**src/rtl/mips_cpu_reg_file_mp_if.sv**
```systemverilog
// Register-file bus: read ports, writeback, scoreboard lock and debug taps.
// master = decode/writeback side (drives addresses/data), slave = register file.
interface mips_cpu_reg_file_mp_if #(
   parameter int DATA_W = 32,
   parameter int ADDR_W = 5,
   parameter int NUM_RD = 2
);
   logic [NUM_RD*ADDR_W-1:0] rd_addr;
   logic [NUM_RD*DATA_W-1:0] rd_data;
   logic [NUM_RD-1:0]        rd_busy;
   logic                     wr_en;
   logic [ADDR_W-1:0]        wr_addr;
   logic [DATA_W-1:0]        wr_data;
   logic                     lock_en;
   logic [ADDR_W-1:0]        lock_addr;
   logic [ADDR_W:0]          pending_cnt;
   logic [DATA_W-1:0]        register_v0;

   modport master (
      output rd_addr, wr_en, wr_addr, wr_data,
      output lock_en, lock_addr,
      input  rd_data, rd_busy, pending_cnt, register_v0
   );

   modport slave (
      input  rd_addr, wr_en, wr_addr, wr_data,
      input  lock_en, lock_addr,
      output rd_data, rd_busy, pending_cnt, register_v0
   );
endinterface

```
**src/rtl/mips_cpu_reg_file_mp.sv**
```systemverilog
// Multi-read-port GPR file with write-through bypass and pending scoreboard.
// Ports: clk, reset (async, active-low), bus (slave: reads, write, lock, debug).
module mips_cpu_reg_file_mp #(
   parameter int DATA_W = 32,
   parameter int ADDR_W = 5,
   parameter int NUM_RD = 2,
   parameter int BYPASS = 1
) (
   input logic                   clk,
   input logic                   reset,
   mips_cpu_reg_file_mp_if.slave bus
);
   localparam int NREGS  = 2**ADDR_W;
   localparam bit BYP_EN = (BYPASS != 0);

   logic [DATA_W-1:0] regs_q [NREGS];
   logic [DATA_W-1:0] regs_d [NREGS];
   logic [NREGS-1:0]  pending_q, pending_d;
   logic [ADDR_W:0]   cnt_q, cnt_d;
   logic              wr_hit, lock_hit;
   logic              cnt_inc, cnt_dec;

   // r0 is never written or locked, so regs_q[0]/pending_q[0]
   // stay at their reset value of 0 and reads need no special case.
   always_comb begin
      wr_hit   = bus.wr_en && (bus.wr_addr != '0);
      lock_hit = bus.lock_en && (bus.lock_addr != '0);
      cnt_inc  = lock_hit && !pending_q[bus.lock_addr];
      // a lock on the same register re-claims it, so no release
      cnt_dec  = wr_hit && pending_q[bus.wr_addr]
               && !(lock_hit && (bus.lock_addr == bus.wr_addr));
      regs_d    = regs_q;
      pending_d = pending_q;
      if (wr_hit) begin
         regs_d[bus.wr_addr]    = bus.wr_data;
         pending_d[bus.wr_addr] = 1'b0;
      end
      if (lock_hit) begin
         pending_d[bus.lock_addr] = 1'b1;
      end
      cnt_d = cnt_q + {{ADDR_W{1'b0}}, cnt_inc}
                    - {{ADDR_W{1'b0}}, cnt_dec};
   end

   always_ff @(posedge clk or negedge reset) begin
      if (!reset) begin
         for (int i = 0; i < NREGS; i++) begin
            regs_q[i] <= '0;
         end
         pending_q <= '0;
         cnt_q     <= '0;
      end else begin
         regs_q    <= regs_d;
         pending_q <= pending_d;
         cnt_q     <= cnt_d;
      end
   end

   logic [NUM_RD*DATA_W-1:0] rd_data_c;
   logic [NUM_RD-1:0]        rd_busy_c;
   logic [ADDR_W-1:0]        ra;
   logic                     fwd;

   // wr_hit already excludes r0, so forwarding never touches r0
   always_comb begin
      rd_data_c = '0;
      rd_busy_c = '0;
      ra        = '0;
      fwd       = 1'b0;
      for (int i = 0; i < NUM_RD; i++) begin
         ra  = bus.rd_addr[i*ADDR_W +: ADDR_W];
         fwd = BYP_EN && wr_hit && (bus.wr_addr == ra);
         rd_data_c[i*DATA_W +: DATA_W] = fwd ? bus.wr_data
                                             : regs_q[ra];
         rd_busy_c[i] = pending_q[ra] && !fwd;
      end
   end

   assign bus.rd_data     = rd_data_c;
   assign bus.rd_busy     = rd_busy_c;
   assign bus.pending_cnt = cnt_q;
   assign bus.register_v0 = regs_q[2];
endmodule

```
**src/flat_wrapper.sv**
```systemverilog
// flat-port wrapper written by rule: the top's interface ports become plain ports
module mips_cpu_reg_file_mp_flat 
#(
   parameter int DATA_W = 32,
   parameter int ADDR_W = 5,
   parameter int NUM_RD = 2,
   parameter int BYPASS = 1
)
  (clk, reset, bus_rd_addr, bus_wr_en, bus_wr_addr, bus_wr_data, bus_lock_en, bus_lock_addr, bus_rd_data, bus_rd_busy, bus_pending_cnt, bus_register_v0);
  mips_cpu_reg_file_mp_if #(.DATA_W(DATA_W), .ADDR_W(ADDR_W), .NUM_RD(NUM_RD)) bus_i ();
  input logic clk;
  input logic reset;
  input wire logic [$bits(bus_i.rd_addr)-1:0] bus_rd_addr;
  input wire logic [$bits(bus_i.wr_en)-1:0] bus_wr_en;
  input wire logic [$bits(bus_i.wr_addr)-1:0] bus_wr_addr;
  input wire logic [$bits(bus_i.wr_data)-1:0] bus_wr_data;
  input wire logic [$bits(bus_i.lock_en)-1:0] bus_lock_en;
  input wire logic [$bits(bus_i.lock_addr)-1:0] bus_lock_addr;
  output wire logic [$bits(bus_i.rd_data)-1:0] bus_rd_data;
  output wire logic [$bits(bus_i.rd_busy)-1:0] bus_rd_busy;
  output wire logic [$bits(bus_i.pending_cnt)-1:0] bus_pending_cnt;
  output wire logic [$bits(bus_i.register_v0)-1:0] bus_register_v0;
  assign bus_i.rd_addr = bus_rd_addr;
  assign bus_i.wr_en = bus_wr_en;
  assign bus_i.wr_addr = bus_wr_addr;
  assign bus_i.wr_data = bus_wr_data;
  assign bus_i.lock_en = bus_lock_en;
  assign bus_i.lock_addr = bus_lock_addr;
  assign bus_rd_data = bus_i.rd_data;
  assign bus_rd_busy = bus_i.rd_busy;
  assign bus_pending_cnt = bus_i.pending_cnt;
  assign bus_register_v0 = bus_i.register_v0;
  mips_cpu_reg_file_mp #(.DATA_W(DATA_W), .ADDR_W(ADDR_W), .NUM_RD(NUM_RD), .BYPASS(BYPASS)) u_core (.clk(clk), .reset(reset), .bus(bus_i));
endmodule
```
**config.mk**
```make
export PLATFORM = sky130hd
export DESIGN_NAME = mips_cpu_reg_file_mp_flat
export DESIGN_NICKNAME = d
export VERILOG_FILES = /design/src/rtl/mips_cpu_reg_file_mp_if.sv /design/src/rtl/mips_cpu_reg_file_mp.sv /design/src/flat_wrapper.sv
export SDC_FILE = /design/constraint.sdc
export NUM_CORES = 2
export LEC_CHECK = 0
export BUFFER_PORTS_ARGS = -buffer_cell sky130_fd_sc_hd__clkbuf_2
export CAP_MARGIN = 25
export CORE_ASPECT_RATIO = 0.9
export CORE_MARGIN = 1
export CORE_UTILIZATION = 40
export DETAILED_ROUTE_END_ITERATION = 12
export HOLD_SLACK_MARGIN = 0.05
export SYNTH_ARGS = -nofsm -noshare
export SYNTH_HDL_FRONTEND = slang
export SYNTH_SLANG_ARGS = --single-unit
```
**constraint.sdc**
```tcl
create_clock -name clk -period 3.3 [get_ports clk]
set_input_delay 0.66 -clock clk [delete_from_list [all_inputs] [get_ports clk]]
set_output_delay 0.66 -clock clk [all_outputs]
set_load 0.03 [all_outputs]
```
After elaboration in Yosys (flattened, before gate mapping). Cells that the tools add are included. W data, S select, Z words.

Add/sub/neg operators: 2. $lt $le $gt $ge: 10. Equality and inequality tests: 3. Multiplexer cells: 25. Bitwise gates (word level): 6. Reductions and logical operators: 19.

Operator list (number): $bwmux W1024 (1); $bmux W32 S5 (2); $mux W32 (9); $demux W32 S5 (1); $and A32 B32 Y32 (1); $not A32 Y32 (1); $or A32 B32 Y32 (1); $lt A5 B6 Y1 const B (4); $bmux W1 S5 (4); $ge A6 B6 Y1 const B (3); $not A5 Y6 (3); $eq A5 B5 Y1 (3); $logic_and A1 B1 Y1 (13); $demux W1 S5 (2); $ge A5 B1 Y1 const B (2); $reduce_bool A5 Y1 (2); $add A6 B1 Y6 (1); $lt A6 B1 Y1 const B (1); $mux W1 (6); $sub A6 B1 Y6 (1); $logic_not A1 Y1 (4).

Register bits: 1062. Input bits: 56. Output and inout port bits: 104. Logic and storage cells: 99.

Depth between registers and ports, before layout.
Word-level depth: 9. Mapped depth: 14. Depth with buffers taken out: 13.

Worst setup path before layout. No wires, ideal clock.

Kind: in2reg. Start point: in bus_wr_addr[0]. End point: reg u_core.cnt_q[4] (netlist: u_core.bus.pending_cnt[4]). Library setup time: 0.080 ns. Data arrival time: 3.535 ns. Required time: 3.220 ns. Slack: -0.315 ns. Stages on the path: 14. Path buffers: 2. Path through: buf_4 buf_2 mux4_2 mux4_2 mux2i_1 nor2_1 ha_1 inv_1 ha_1 fa_1 a21oi_1 nor2_1 nor2_1 xnor2_1.

Cells in the longest elaborated chain, start to end: 5. Elaborated cells on any way between the ends: 10. Classes of those cells: 1 x add/sub; 1 x eq/ne; 2 x mux; 6 x reduce/logical.

Ends and longest elaborated chain: start: declaration (line flat_wrapper.sv:15) `input wire logic [$bits(bus_i.wr_addr)-1:0] bus_wr_addr;`; $bmux W1 S5 (tied with other cells) (line mips_cpu_reg_file_mp.sv:30) `cnt_dec = wr_hit && pending_q[bus.wr_addr]`; $mux W1 (implied by the code) (tied with other cells) (line mips_cpu_reg_file_mp.sv:30); $logic_and A1 B1 Y1 / $logic_not A1 Y1 (equally long branches) (line mips_cpu_reg_file_mp.sv:30, mips_cpu_reg_file_mp.sv:31); $logic_and A1 B1 Y1 (*) (line mips_cpu_reg_file_mp.sv:31) `&& !(lock_hit && (bus.lock_addr == bus.wr_addr));`; $sub A6 B1 Y6 (*) (line mips_cpu_reg_file_mp.sv:42) `- {{ADDR_W{1'b0}}, cnt_dec};`; via u_core.cnt_d[4] (line mips_cpu_reg_file_mp.sv:19) `logic [ADDR_W:0] cnt_q, cnt_d;`; end signal: assignment (line mips_cpu_reg_file_mp.sv:55) `cnt_q <= cnt_d;`; end: declaration (line mips_cpu_reg_file_mp.sv:19).

Mark *: on every way through the listed nets, which the timed path passes. The rest lies on a longest branch. The select of a mux whose other input is x is not followed. A chain may end at the register's enable or synchronous reset.

Final worst setup path.
Start point: in bus_rd_addr[5]. End point: out bus_rd_data[63].

Cells in the longest elaborated chain, start to end: 5. Elaborated cells on any way between the ends: 7. Classes of those cells: 1 x eq/ne; 4 x mux; 1 x bitwise; 1 x reduce/logical.

Ends and longest elaborated chain: start: declaration (line flat_wrapper.sv:13) `input wire logic [$bits(bus_i.rd_addr)-1:0] bus_rd_addr;`; $not A5 Y6 (implied by the code) (line mips_cpu_reg_file_mp.sv:74) `: regs_q[ra];`; $bmux W32 S5 (line mips_cpu_reg_file_mp.sv:74); $mux W32 (implied by the code) (2 in a row) (line mips_cpu_reg_file_mp.sv:74); $mux W32 (*) (line mips_cpu_reg_file_mp.sv:73) `rd_data_c[i*DATA_W +: DATA_W] = fwd ? bus.wr_data`; end: declaration (line flat_wrapper.sv:19) `output wire logic [$bits(bus_i.rd_data)-1:0] bus_rd_data;`.

Every way passes the cells marked *; elsewhere a longest branch is shown, timed or not. The select of a mux whose other input is x is not followed.

==> impl_metrics.yaml <==
run_status:
  status: "complete, but fails checks"
  violations: "setup timing"
cells_and_area:
  multiInputGateArea_mm2: 0.0279
  fin_cells: 5882
  drive_gt1_share_pct: 58.6
  syn_to_final_growth_pct: 17.4
  nets: 4004
  fill_cells: 12100
  post-route-util_pct: 47.5
  regArea_mm2: 0.0266
drt:
  wl_per_cell_um: 31.4
  drc: 0
  vias_per_cell: 6.29
  num_vias: 37000
  drt_first_iter_violations: 3225
  dr.pass1.iters: 5
  totalWireLength_mm: 185
  postRouteAntennaNets: 0
power:
  irDropWorstVdd_v: 0.000478
  p_total_mw: 39.9
  leakagePower_nw: 28.6
  p_per_area_mw_per_mm2: 600
clock_network:
  clk_pin_slew_ns: 0.06
  htreeDepth: 3
  cts_sinks: 1062
  ctsRootBufferMaster: "clkbuf_16"
  cts_tree: "done"
  cts_made_buffers: 112
  clk_path_buf_depth: 3
  clock_latency_ns: 0.75
critical_path:
  cp.arrival_ns: 2.69
  critPathRequiredTime_ns: 2.64
  worstSetupPathType: "in2out"
  path_delay_family: "buffers and inverters"
  slowest_stage: "or4_1"
  path_cells: "buf_12 -> buf_16 -> mux4_2 -> o22ai_1 -> or4_1 -> buf_4 -> o21ai_4 -> buf_8"
  cpPeakStageDelay_ns: 0.53
  cp_num_buf_inv: 4
  cp-end-kind: "output port"
  startpoint_type: "input port"
  crit_fanout: 15
sta:
  skew_ns: 0.00892
  finalMaxSlewViolations: 0
  slew_headroom_pct: 47.4
  hold_viol_final: 0
  fin_ws_ns: -0.0496
  rsz0062_at_grt: "true"
  post-route-min-period_ns: 3.35
  whs_ns: 0.320
  clock.fmax_mhz: 299
  layout_worst_path_cycle_share_pct: 102
  setup_violations: 2
  worst_pin_slew_ns: 0.790
synth:
  ys_seq_area_share_pct: 46.9
  syn_inst: 3753
  synth_seq_cells: 1062
  synthFlopType: "dfrtp_1"
  yosysUniqueCellTypes: 57
  synth.net_count: 3816
  ys_warn_count: 0
  synth_area_mm2: 0.0567
  async_reset_ff_share_pct: 100
  synth_area_per_cell_um2: 15.1
  synth_edf_count: 0
place:
  dp_hpwl_mm: 116
  routabilityCongestion: 0.828
  portBuffers: 159
  dp_cells: 5641
global_routing:
  grt_first_pass_wirelength_mm: 269
  antenna_found_initial: 7
  grt_overflow: 0
  grt_use_total_pct: 25.8
  grt_max_degree: 138
  grt_pass1_vias: 37700
die:
  initial_core_util_pct: 40.5
  core_mm2: 0.140
  core.rowCount: 130
  die_x_um: 399
  ioPinCount: 160
  chipHeight_um: 359
  dieArea_mm2: 0.143
flow_run:
  cap_viol_max_count: 0
min_path:
  hold_class: "in2reg"
layer usage:
layer / vias up / track usage [%] / part of all wire (%)
met2: 1428 / 40.2 / 47
met3: 321 / 5.47 / 7.3
met1: 20200 / 36.2 / 42
li1: 15000 / - / -
met4: 6 / 7.51 / 2.9
met5: - / 0 / 0.015
cells in the mapped netlist (2+ instances only):
| master | n | area, µm² |
|---|---|---|
| a21oi_1 | 4 | 20.0 |
| buf_2 | 121 | 606 |
| nor2b_1 | 13 | 81.3 |
| mux4_2 | 546 | 12300 |
| mux2i_1 | 9 | 90.1 |
| dfrtp_1 | 1062 | 26600 |
| o21ai_0 | 14 | 70.1 |
| and2_0 | 2 | 12.5 |
| buf_6 | 42 | 473 |
| ha_1 | 6 | 75.1 |
| o22ai_1 | 262 | 1640 |
| a32o_1 | 2 | 20.0 |
| a22o_1 | 3 | 26.3 |
| clkbuf_1 | 213 | 800 |
| mux2_2 | 994 | 11200 |
| and2_1 | 2 | 12.5 |
| inv_1 | 26 | 97.6 |
| nand3b_1 | 7 | 52.6 |
| o32ai_1 | 3 | 26.3 |
| nand3_1 | 9 | 45.0 |
| or3b_2 | 3 | 26.3 |
| buf_4 | 56 | 420 |
| nand4_1 | 5 | 31.3 |
| o21ai_1 | 61 | 305 |
| xnor2_1 | 11 | 96.3 |
| buf_8 | 2 | 30.0 |
| nand2_1 | 110 | 413 |
| and4_1 | 2 | 17.5 |
| mux4_1 | 2 | 52.6 |
| buf_1 | 31 | 116 |
| a21boi_0 | 2 | 15.0 |
| nor3_2 | 4 | 40.0 |
| or3_1 | 3 | 18.8 |
| nor3_1 | 6 | 30.0 |
| xor2_1 | 9 | 78.8 |
| or4_1 | 62 | 465 |
| nor2_1 | 24 | 90.1 |
power breakdown:
group / total, mW / switching (mW) / internal, mW / leakage (nW)
combinational: 8.96 / 3.68 / 5.28 / 13.1
clock: 13.5 / 5.52 / 7.94 / 1.95
sequential: 17.4 / 1.90 / 15.6 / 13.6
worst min-delay path: stages:
cell and delay (ns):
clkbuf_2 0.10, nor2_1 0.06, a22o_1 0.20
flip-flops by register name, summed over array words and instances (netlist names):
name	flops
u_core.regs_q	992
u_core.bus.register_v0	32
u_core.pending_q	32
u_core.bus.pending_cnt	6
final timing paths:
| kind | start | end | slack (ns) | cells past startpoint |
|---|---|---|---|---|
| worst max-delay path | bus_rd_addr[5] | bus_rd_data[63] | -0.05 | 8 |
| min in group asynchronous | reset | u_core.bus.register_v0[28] | 0.45 | 2 |
| worst min-delay path | bus_lock_addr[1] | u_core.pending_q[4] | 0.32 | 3 |
| worst min register to register | u_core.regs_q[999] | u_core.regs_q[999] | 0.39 | 0 |
| max in group asynchronous | reset | u_core.regs_q[966] | 1.70 | 3 |
| worst max register to register | u_core.pending_q[30] | u_core.bus.pending_cnt[4] | 0.17 | 13 |
cells in the final DEF (no fill, tap or decap), types with 13 or more instances in the layout:
cell type / n
buf_12: 113
buf_16: 15
buf_4: 246
buf_6: 16
bufinv_16: 13
clkbuf_1: 14
clkbuf_16: 119
clkbuf_2: 101
clkbuf_4: 27
clkbuf_8: 26
clkinv_2: 29
dfrtp_1: 1055
inv_1: 26
mux2_2: 994
mux4_2: 546
nand2_1: 93
nand2_2: 17
nor2_1: 16
o21ai_0: 13
o21ai_1: 51
o22ai_1: 261
or4_1: 36
or4_4: 26
cells by family after synthesis:
| logic type | Yosys count | share of synthesized area (%) |
|---|---|---|
| xor gates and xnor gates | 20 | 0.309 |
| and+or+nand+nor | 258 | 2.45 |
| adders and majority gates | 7 | 0.168 |
| DFF | 1062 | 46.9 |
| buffers and inverters | 492 | 4.52 |
| muxes | 1551 | 41.7 |
| AOI/OAI and AO/OA | 363 | 3.92 |
repair_timing:
action	CTS	global route
hold buffers	1	0
setup buffers	10	17
hold endpoints to repair	9	0
pin swaps	0	2
gates cloned	2	4
setup endpoints to repair	62	62
resized for setup	66	113
layout make-up:
| class | count | area share [%] |
|---|---|---|
| antenna | 2 | 0.00753 |
| clock buffer | 155 | 4.95 |
| clock inverter | 50 | 0.928 |
| inverter | 26 | 0.147 |
| multi-input combinational | 2199 | 42.0 |
| sequential | 1062 | 40.0 |
| tap | 1848 | 3.48 |
| timing repair buffer | 540 | 8.56 |
per-stage QoR:
stage                     TNS [ns]  area, µm²  setup WS (ns)
after floorplan            -0.0155      56700        -0.0126
after global placement       -5.24      61600         -0.459
after detailed placement     -5.67      61600         -0.397
after CTS                  -0.0345      65900        -0.0141
after global routing        -0.238      66500        -0.0391
final                      -0.0599      66500        -0.0496
No activity file was read; power rests on OpenSTA's default activity.
